--- src/rtl/lsu_pkg.sv ---
// lsu_pkg: shared types and helpers for the load/store unit.
//   lsu_op_t    - 4-bit memory operation encoding presented by EX/MEM
//   lsu_state_t - request FSM states
//   is_load / is_store / op_size - operation classification helpers
package lsu_pkg;

  typedef enum logic [3:0] {
    NOP = 4'd0,
    LB  = 4'd1,
    LBU = 4'd2,
    LH  = 4'd3,
    LHU = 4'd4,
    LW  = 4'd5,
    LWU = 4'd6,
    LD  = 4'd7,
    SB  = 4'd8,
    SH  = 4'd9,
    SW  = 4'd10,
    SD  = 4'd11
  } lsu_op_t;

  typedef enum logic {
    IDLE = 1'b0,
    BUSY = 1'b1
  } lsu_state_t;

  function automatic logic is_load(lsu_op_t op);
    return (op == LB) || (op == LBU) || (op == LH) || (op == LHU) ||
           (op == LW) || (op == LWU) || (op == LD);
  endfunction

  function automatic logic is_store(lsu_op_t op);
    return (op == SB) || (op == SH) || (op == SW) || (op == SD);
  endfunction

  // Access size in bytes; 0 for anything that does not touch memory.
  function automatic logic [3:0] op_size(lsu_op_t op);
    case (op)
      LB, LBU, SB: return 4'd1;
      LH, LHU, SH: return 4'd2;
      LW, LWU, SW: return 4'd4;
      LD, SD:      return 4'd8;
      default:     return 4'd0;
    endcase
  endfunction

endpackage

--- src/rtl/lsu_lane_align.sv ---
// lsu_lane_align: combinational byte-lane steering for the load/store unit.
//   op       - lsu_op_t encoding of the access
//   offset   - byte offset of the access within the data bus word
//   st_data  - store source register, replicated onto every lane group
//   rdata    - raw memory read data
//   be       - byte strobes, bit i covers data bits [8i +: 8]
//   wdata    - replicated store data
//   ld_data  - addressed bytes, sign- or zero-extended to DATA_W
module lsu_lane_align
  import lsu_pkg::*;
#(
  parameter int DATA_W     = 32,
  parameter bit BIG_ENDIAN = 1'b1,
  localparam int NB        = DATA_W / 8,
  localparam int OFF_W     = $clog2(NB)
) (
  input  logic [3:0]        op,
  input  logic [OFF_W-1:0]  offset,
  input  logic [DATA_W-1:0] st_data,
  input  logic [DATA_W-1:0] rdata,
  output logic [NB-1:0]     be,
  output logic [DATA_W-1:0] wdata,
  output logic [DATA_W-1:0] ld_data
);

  lsu_op_t           op_t;
  logic [3:0]        size;
  logic              signed_ld;
  int                sh_bytes;
  logic [DATA_W-1:0] shifted;
  logic [DATA_W-1:0] mask;
  logic [DATA_W-1:0] sign_mask;
  logic              sign_bit;

  assign op_t      = lsu_op_t'(op);
  assign size      = op_size(op_t);
  assign signed_ld = (op_t == LB) || (op_t == LH) || (op_t == LW) || (op_t == LD);

  // Physical byte gi holds lane gi (little endian) or lane NB-1-gi (big endian).
  genvar gi;
  generate
    for (gi = 0; gi < NB; gi++) begin : g_be
      localparam int LANE = BIG_ENDIAN ? (NB - 1 - gi) : gi;
      assign be[gi] = (LANE >= int'(offset)) && (LANE < int'(offset) + int'(size));
    end
  endgenerate

  // Plain replication lands the operand correctly in either endianness:
  // its most significant byte sits in the highest physical byte of each group.
  always_comb begin
    wdata = st_data;
    case (size)
      4'd1:    wdata = {NB{st_data[7:0]}};
      4'd2:    wdata = {(NB / 2){st_data[15:0]}};
      4'd4:    wdata = {(NB / 4){st_data[31:0]}};
      default: wdata = st_data;
    endcase
  end

  // Move the addressed bytes down to bit 0, then mask and extend.
  always_comb begin
    if (BIG_ENDIAN) sh_bytes = NB - int'(offset) - int'(size);
    else            sh_bytes = int'(offset);
    if (sh_bytes < 0) sh_bytes = 0;
    shifted   = rdata >> (8 * sh_bytes);
    mask      = ~({DATA_W{1'b1}} << (8 * size));
    sign_mask = mask & ~(mask >> 1);
    sign_bit  = signed_ld && (|(shifted & sign_mask));
    ld_data   = (shifted & mask) | ({DATA_W{sign_bit}} & ~mask);
  end

endmodule

--- src/rtl/mem_lsu.sv ---
// mem_lsu: MEM-stage load/store unit with a request/acknowledge memory port.
//   clk, rst              - clock, synchronous active-high reset
//   op_valid/op/addr      - instruction from EX/MEM
//   st_data, rd_i, wreg_i, alu_i - store data and writeback fields
//   flush                 - kill the current or in-flight writeback
//   mem_*                 - data memory port, held stable while mem_req=1
//   stallreq              - freeze upstream stages
//   wb_*                  - registered writeback to MEM/WB (single-cycle pulse)
//   exc_adel/exc_ades, badvaddr - address-error pulse and faulting address
module mem_lsu
  import lsu_pkg::*;
#(
  parameter int DATA_W     = 32,
  parameter int ADDR_W     = 32,
  parameter bit BIG_ENDIAN = 1'b1
) (
  input  logic                clk,
  input  logic                rst,
  input  logic                op_valid,
  input  logic [3:0]          op,
  input  logic [ADDR_W-1:0]   addr,
  input  logic [DATA_W-1:0]   st_data,
  input  logic [4:0]          rd_i,
  input  logic                wreg_i,
  input  logic [DATA_W-1:0]   alu_i,
  input  logic                flush,
  output logic                mem_req,
  output logic                mem_we,
  output logic [DATA_W/8-1:0] mem_be,
  output logic [ADDR_W-1:0]   mem_addr,
  output logic [DATA_W-1:0]   mem_wdata,
  input  logic                mem_ack,
  input  logic [DATA_W-1:0]   mem_rdata,
  output logic                stallreq,
  output logic                wb_valid,
  output logic [4:0]          wb_rd,
  output logic                wb_we,
  output logic [DATA_W-1:0]   wb_data,
  output logic                exc_adel,
  output logic                exc_ades,
  output logic [ADDR_W-1:0]   badvaddr
);

  localparam int NB    = DATA_W / 8;
  localparam int OFF_W = $clog2(NB);

  lsu_state_t        state_reg, state_next;
  logic              kill_reg;
  lsu_op_t           op_reg;
  logic [ADDR_W-1:0] addr_reg;
  logic [DATA_W-1:0] st_data_reg;
  logic [4:0]        rd_reg;

  logic              wb_valid_reg, wb_we_reg, exc_adel_reg, exc_ades_reg;
  logic [4:0]        wb_rd_reg;
  logic [DATA_W-1:0] wb_data_reg;
  logic [ADDR_W-1:0] badvaddr_reg;

  lsu_op_t           op_in;
  logic [3:0]        in_size;
  logic              in_load, in_store, in_mem, in_misaligned;
  logic              accept, start_mem, mem_done;

  logic [NB-1:0]     al_be;
  logic [DATA_W-1:0] al_wdata, al_ld_data;

  // 64-bit-only operations degrade to NOP on a 32-bit bus.
  always_comb begin
    op_in = lsu_op_t'(op);
    if (DATA_W != 64 && (op_in == LWU || op_in == LD || op_in == SD)) op_in = NOP;
  end

  assign in_size  = op_size(op_in);
  assign in_load  = is_load(op_in);
  assign in_store = is_store(op_in);
  assign in_mem   = in_load || in_store;
  // size-1 is the mask of address bits that must be zero (sizes are powers of two).
  assign in_misaligned = in_mem && (((in_size - 4'd1) & {1'b0, addr[2:0]}) != 4'd0);

  assign accept    = (state_reg == IDLE) && op_valid && !flush;
  assign start_mem = accept && in_mem && !in_misaligned;
  assign mem_done  = (state_reg == BUSY) && mem_ack;

  lsu_lane_align #(
    .DATA_W     (DATA_W),
    .BIG_ENDIAN (BIG_ENDIAN)
  ) u_align (
    .op      (op_reg),
    .offset  (addr_reg[OFF_W-1:0]),
    .st_data (st_data_reg),
    .rdata   (mem_rdata),
    .be      (al_be),
    .wdata   (al_wdata),
    .ld_data (al_ld_data)
  );

  // State register.
  always_ff @(posedge clk) begin
    if (rst) state_reg <= IDLE;
    else     state_reg <= state_next;
  end

  // Next-state logic.
  always_comb begin
    state_next = state_reg;
    case (state_reg)
      IDLE:    if (start_mem) state_next = BUSY;
      BUSY:    if (mem_ack) state_next = IDLE;
      default: state_next = IDLE;
    endcase
  end

  // Memory port and stall outputs; the port is quiet outside BUSY.
  always_comb begin
    mem_req   = 1'b0;
    mem_we    = 1'b0;
    mem_be    = '0;
    mem_addr  = '0;
    mem_wdata = '0;
    stallreq  = 1'b0;
    if (state_reg == BUSY) begin
      mem_req   = 1'b1;
      mem_we    = is_store(op_reg);
      mem_be    = al_be;
      mem_addr  = addr_reg & ~ADDR_W'(NB - 1);
      mem_wdata = al_wdata;
      stallreq  = !mem_ack;
    end else begin
      stallreq  = op_valid && !flush && in_mem && !in_misaligned;
    end
    if (rst) stallreq = 1'b0;
  end

  // Captured request, sticky kill and the writeback/exception pulses.
  always_ff @(posedge clk) begin
    if (rst) begin
      kill_reg     <= 1'b0;
      op_reg       <= NOP;
      addr_reg     <= '0;
      st_data_reg  <= '0;
      rd_reg       <= '0;
      wb_valid_reg <= 1'b0;
      wb_we_reg    <= 1'b0;
      wb_rd_reg    <= '0;
      wb_data_reg  <= '0;
      exc_adel_reg <= 1'b0;
      exc_ades_reg <= 1'b0;
      badvaddr_reg <= '0;
    end else begin
      wb_valid_reg <= 1'b0;
      wb_we_reg    <= 1'b0;
      wb_rd_reg    <= '0;
      wb_data_reg  <= '0;
      exc_adel_reg <= 1'b0;
      exc_ades_reg <= 1'b0;
      badvaddr_reg <= '0;

      if (start_mem) begin
        op_reg      <= op_in;
        addr_reg    <= addr;
        st_data_reg <= st_data;
        rd_reg      <= rd_i;
        kill_reg    <= 1'b0;
      end

      // The memory access is never abandoned; only its writeback is dropped.
      if (state_reg == BUSY && flush) kill_reg <= 1'b1;

      if (accept && !in_mem) begin
        wb_valid_reg <= 1'b1;
        wb_we_reg    <= wreg_i;
        wb_rd_reg    <= rd_i;
        wb_data_reg  <= alu_i;
      end

      if (accept && in_misaligned) begin
        wb_valid_reg <= 1'b1;
        wb_rd_reg    <= rd_i;
        exc_adel_reg <= in_load;
        exc_ades_reg <= in_store;
        badvaddr_reg <= addr;
      end

      if (mem_done && !(kill_reg || flush)) begin
        wb_valid_reg <= 1'b1;
        wb_rd_reg    <= rd_reg;
        if (is_load(op_reg)) begin
          wb_we_reg   <= 1'b1;
          wb_data_reg <= al_ld_data;
        end
      end
    end
  end

  assign wb_valid = wb_valid_reg;
  assign wb_we    = wb_we_reg;
  assign wb_rd    = wb_rd_reg;
  assign wb_data  = wb_data_reg;
  assign exc_adel = exc_adel_reg;
  assign exc_ades = exc_ades_reg;
  assign badvaddr = badvaddr_reg;

endmodule
--- config.mk ---
export PLATFORM = sky130hd
export DESIGN_NAME = mem_lsu
export DESIGN_NICKNAME = d
export VERILOG_FILES = /design/src/rtl/lsu_pkg.sv /design/src/rtl/lsu_lane_align.sv /design/src/rtl/mem_lsu.sv
export SDC_FILE = /design/constraint.sdc
export NUM_CORES = 1
export LEC_CHECK = 0
export CAP_MARGIN = 20
export CORE_MARGIN = 3
export CORE_UTILIZATION = 55
export CTS_CLUSTER_DIAMETER = 50
export DETAILED_ROUTE_END_ITERATION = 6
export DONT_BUFFER_PORTS = 1
export GPL_TIMING_DRIVEN = 0
export PLACE_DENSITY = 0.7
export RECOVER_POWER = 50
export SLEW_MARGIN = 20
export SYNTH_ARGS = -nofsm -noshare
export SYNTH_HDL_FRONTEND = slang
export SYNTH_SLANG_ARGS = --single-unit
--- constraint.sdc ---
create_clock -name clk -period 4.83 [get_ports clk]
set_clock_uncertainty 0.2 [all_clocks]
set_input_delay 0.966 -clock clk [delete_from_list [all_inputs] [get_ports clk]]
set_output_delay 0.966 -clock clk [all_outputs]
set_load 0.02 [all_outputs]
==> out/results.ini <==
[power]
cellPowerDensity_nw_per_um2=367
combPwrFrac=0.074
vdd_drop_max_v=0.000170
p_switching_mw=0.733
p_int_mw=2.20
power_mw=2.93
p_leak_nw=2.80
p_seq_frac=0.446
netSwitchingFraction=0.250
power_frac_clock=0.480

[clock_network]
clk_path_buf_depth=2
clk_pin_slew_ns=0.06
cts_hold_buffers=0
htreeDepth=4
cts_root_buf=clkbuf_16
cts_tree=done
clk_latency_ns=0.43
post-cts-setup-buffers=0
numCtsBuffers=17
cts_sinks=152

[worst_setup_path]
crit_fanout=19
criticalPathCategory=in2out
worstPathArrival_ns=3.47
slowest_delay_ns=0.49
cp-end-kind=primary output
worst_ep_required_time_ns=3.66
crit_path_top_delay_cell=or4_1
cp_cell_sequence=clkbuf_1 > xor2_1 > a22oi_1 > ha_1 > nor2b_1 > a41o_1 > or4_1 > clkbuf_2 > a21oi_4
critPathLaunchType=primary input

[floorplanning]
die_w_um=120
core.rowCount=41
die_area_um2=14400
die_y_um=120
ios=287
coreArea_um2=12700
initial_core_util=0.564

[synth]
syn_area_um2=7150
synth_compound_area_frac=0.214
synthCells=893
yosysWarnings=0
synth-edff-count=0
synthXorXnorAreaFrac=0.00245
yosys-top-cells-area=dfxtp_1 (43%), nand2_1 (11%), a21oi_1 (9.2%)
ys.flop_type=dfxtp_1
synth_top_family_by_area=simple AND/OR/NAND/NOR gates
synth_fa_ha_area_frac=0.0301
synth_mux_area_frac=0.0390
seq_area_frac_synth=0.426
ys_types=58
netlist.area_leader.share=0.426
async_flop_share=0
synth_area_per_cell_um2=8.00
synth_seq_cells=152
synthSimpleGateAreaFrac=0.244
synth_largest_area_cell=dfxtp_1

[timing]
worst_pin_slew_ns=1.50
hold_violations=0
setup_viol=0
min_period_ns=4.64
fin_crit_sh=0.960
finalHoldWorstSlack_ns=0.252
max-slew-margin-rel=-0.00742
slew_viol_final=1
rsz0062_at_grt=false
finalSetupTns_ns=0
fmax_ghz=0.216

[global_routing]
grt_pass1_wl_mm=34.9
use_met3=0.103
grt_antenna_before_repair=0
grt_use_met1=0.361
grt_max_degree=20
grt_pass1_vias=6682
grt_overflow=0
grt.total_usage=0.305
busiest_layer=met2
use_met2=0.505

[outcome]
status=finished, violations left
failed_checks=capacitance limit, slew limit

[cells_and_area]
layout.cells.non_filler=1097
finalNetCount=1071
area_growth_pct=11.8
diodes=0
fill_cells=1143
final_util=0.631
drive_gt1_frac=0.0595

[route]
drtIter0Drc=540
drt-pass1-iter-count=6
wl_mm=22.7
remaining_drc_errors=0
ant_nets=0
post_drt_wl_per_cell_um=20.7
via_per_inst=6.21
vias=6817

[placed_design]
placedCellCount=1066
portBuffers=0
routabilityCongestion=0.888
hpwl_mm=16.9

[worst_hold_path]
min_path_type=reg2reg

[run]
drv_cap=1

critical path: cells and delay by family:
kind	cells	cell delay, ns
AO/OA/AOI/OAI	3	0.69
XOR/XNOR	1	0.28
adder cells (fa/ha/maj)	1	0.30
buffers and inverters	2	0.67
AND/OR/NAND/NOR	2	0.55
power groups by stage:
stage               Clock (mW)  Combinational, mW  Sequential, mW
finish                    1.41              0.216            1.31
global route              1.47              0.237            1.31
CTS                       1.41              0.213            1.31
detailed placement           0              0.210            1.34
global placement             0              0.203            1.33
floorplan                    0              0.163            1.33
cells in the mapped netlist, drive strengths merged (10+ instances only):
master,instances
a22oi,15
a31oi,16
a21oi,133
ha,14
nor3,12
and2,72
o21ai,13
nand2,215
nand3,10
clkbuf,58
dfxtp,152
mux2i,11
nor2,38
inv,14
a211oi,10
per-layer routing:
layer  part of all wire  vias to the layer above  wire, um
met2               0.48                      400     10900
met5                  0                        -         0
met3               0.11                       75      2400
li1                   -                     3119         -
met1               0.38                     3223      8680
met4              0.035                        0       790
cell type report:
cell class / instances / area [um2] / share of cell area
multi-input cells: 662 / 3800 / 0.475
flip-flops and latches: 152 / 3040 / 0.381
clock buffers: 18 / 439 / 0.0550
plain buffers: 64 / 255 / 0.0319
well taps: 172 / 215 / 0.0269
clock inverters: 14 / 185 / 0.0232
inverters: 15 / 56.3 / 0.00705
layout by cell type, fill, tap and decap left out, drive strengths merged, types with 8 or more instances in the layout:
cell type,count
nand2,215
dfxtp,152
a21oi,133
clkbuf,75
and2,72
nor2,38
inv,20
a31oi,16
a22oi,15
ha,14
o21ai,13
nor3,12
mux2i,11
nand3,10
a211oi,10
a22o,9
a211o,9
o32ai,9
a2bb2oi,8
through the flow:
step	setup slack [ns]	cell area, um2
2_1_floorplan	0.290	7150
6_report	0.195	7990
3_3_place_gp	-0.152	7370
4_1_cts	0.0639	8000
3_5_place_dp	-0.176	7370
5_1_grt	0.0614	7990
what timing repair did:
item,CTS,global route
setup endpoints to repair,1,1
gates cloned,0,0
gates resized for setup,2,3
final timing paths:
kind                                                 from                         to  slack, ns  cells past startpoint
worst max-delay path                                op[3]                   stallreq       0.19                      9
worst min-delay path            addr_reg[15]$_SDFFE_PP0N_  addr_reg[15]$_SDFFE_PP0N_       0.25                      2
worst max register to register       state_reg$_SDFF_PP0_    u_align.size[0]$_DFF_P_       0.53                     10
worst min register to register  addr_reg[15]$_SDFFE_PP0N_  addr_reg[15]$_SDFFE_PP0N_       0.25                      2
cells by family after synthesis:
group,after synthesis
buffers and inverters,80
AOI/OAI and AO/OA,246
muxes,19
and+or+nand+nor,377
xor gates and xnor gates,2
adders and majority gates,16
other,1
DFF,152
(Power assumes the default switching activity.)
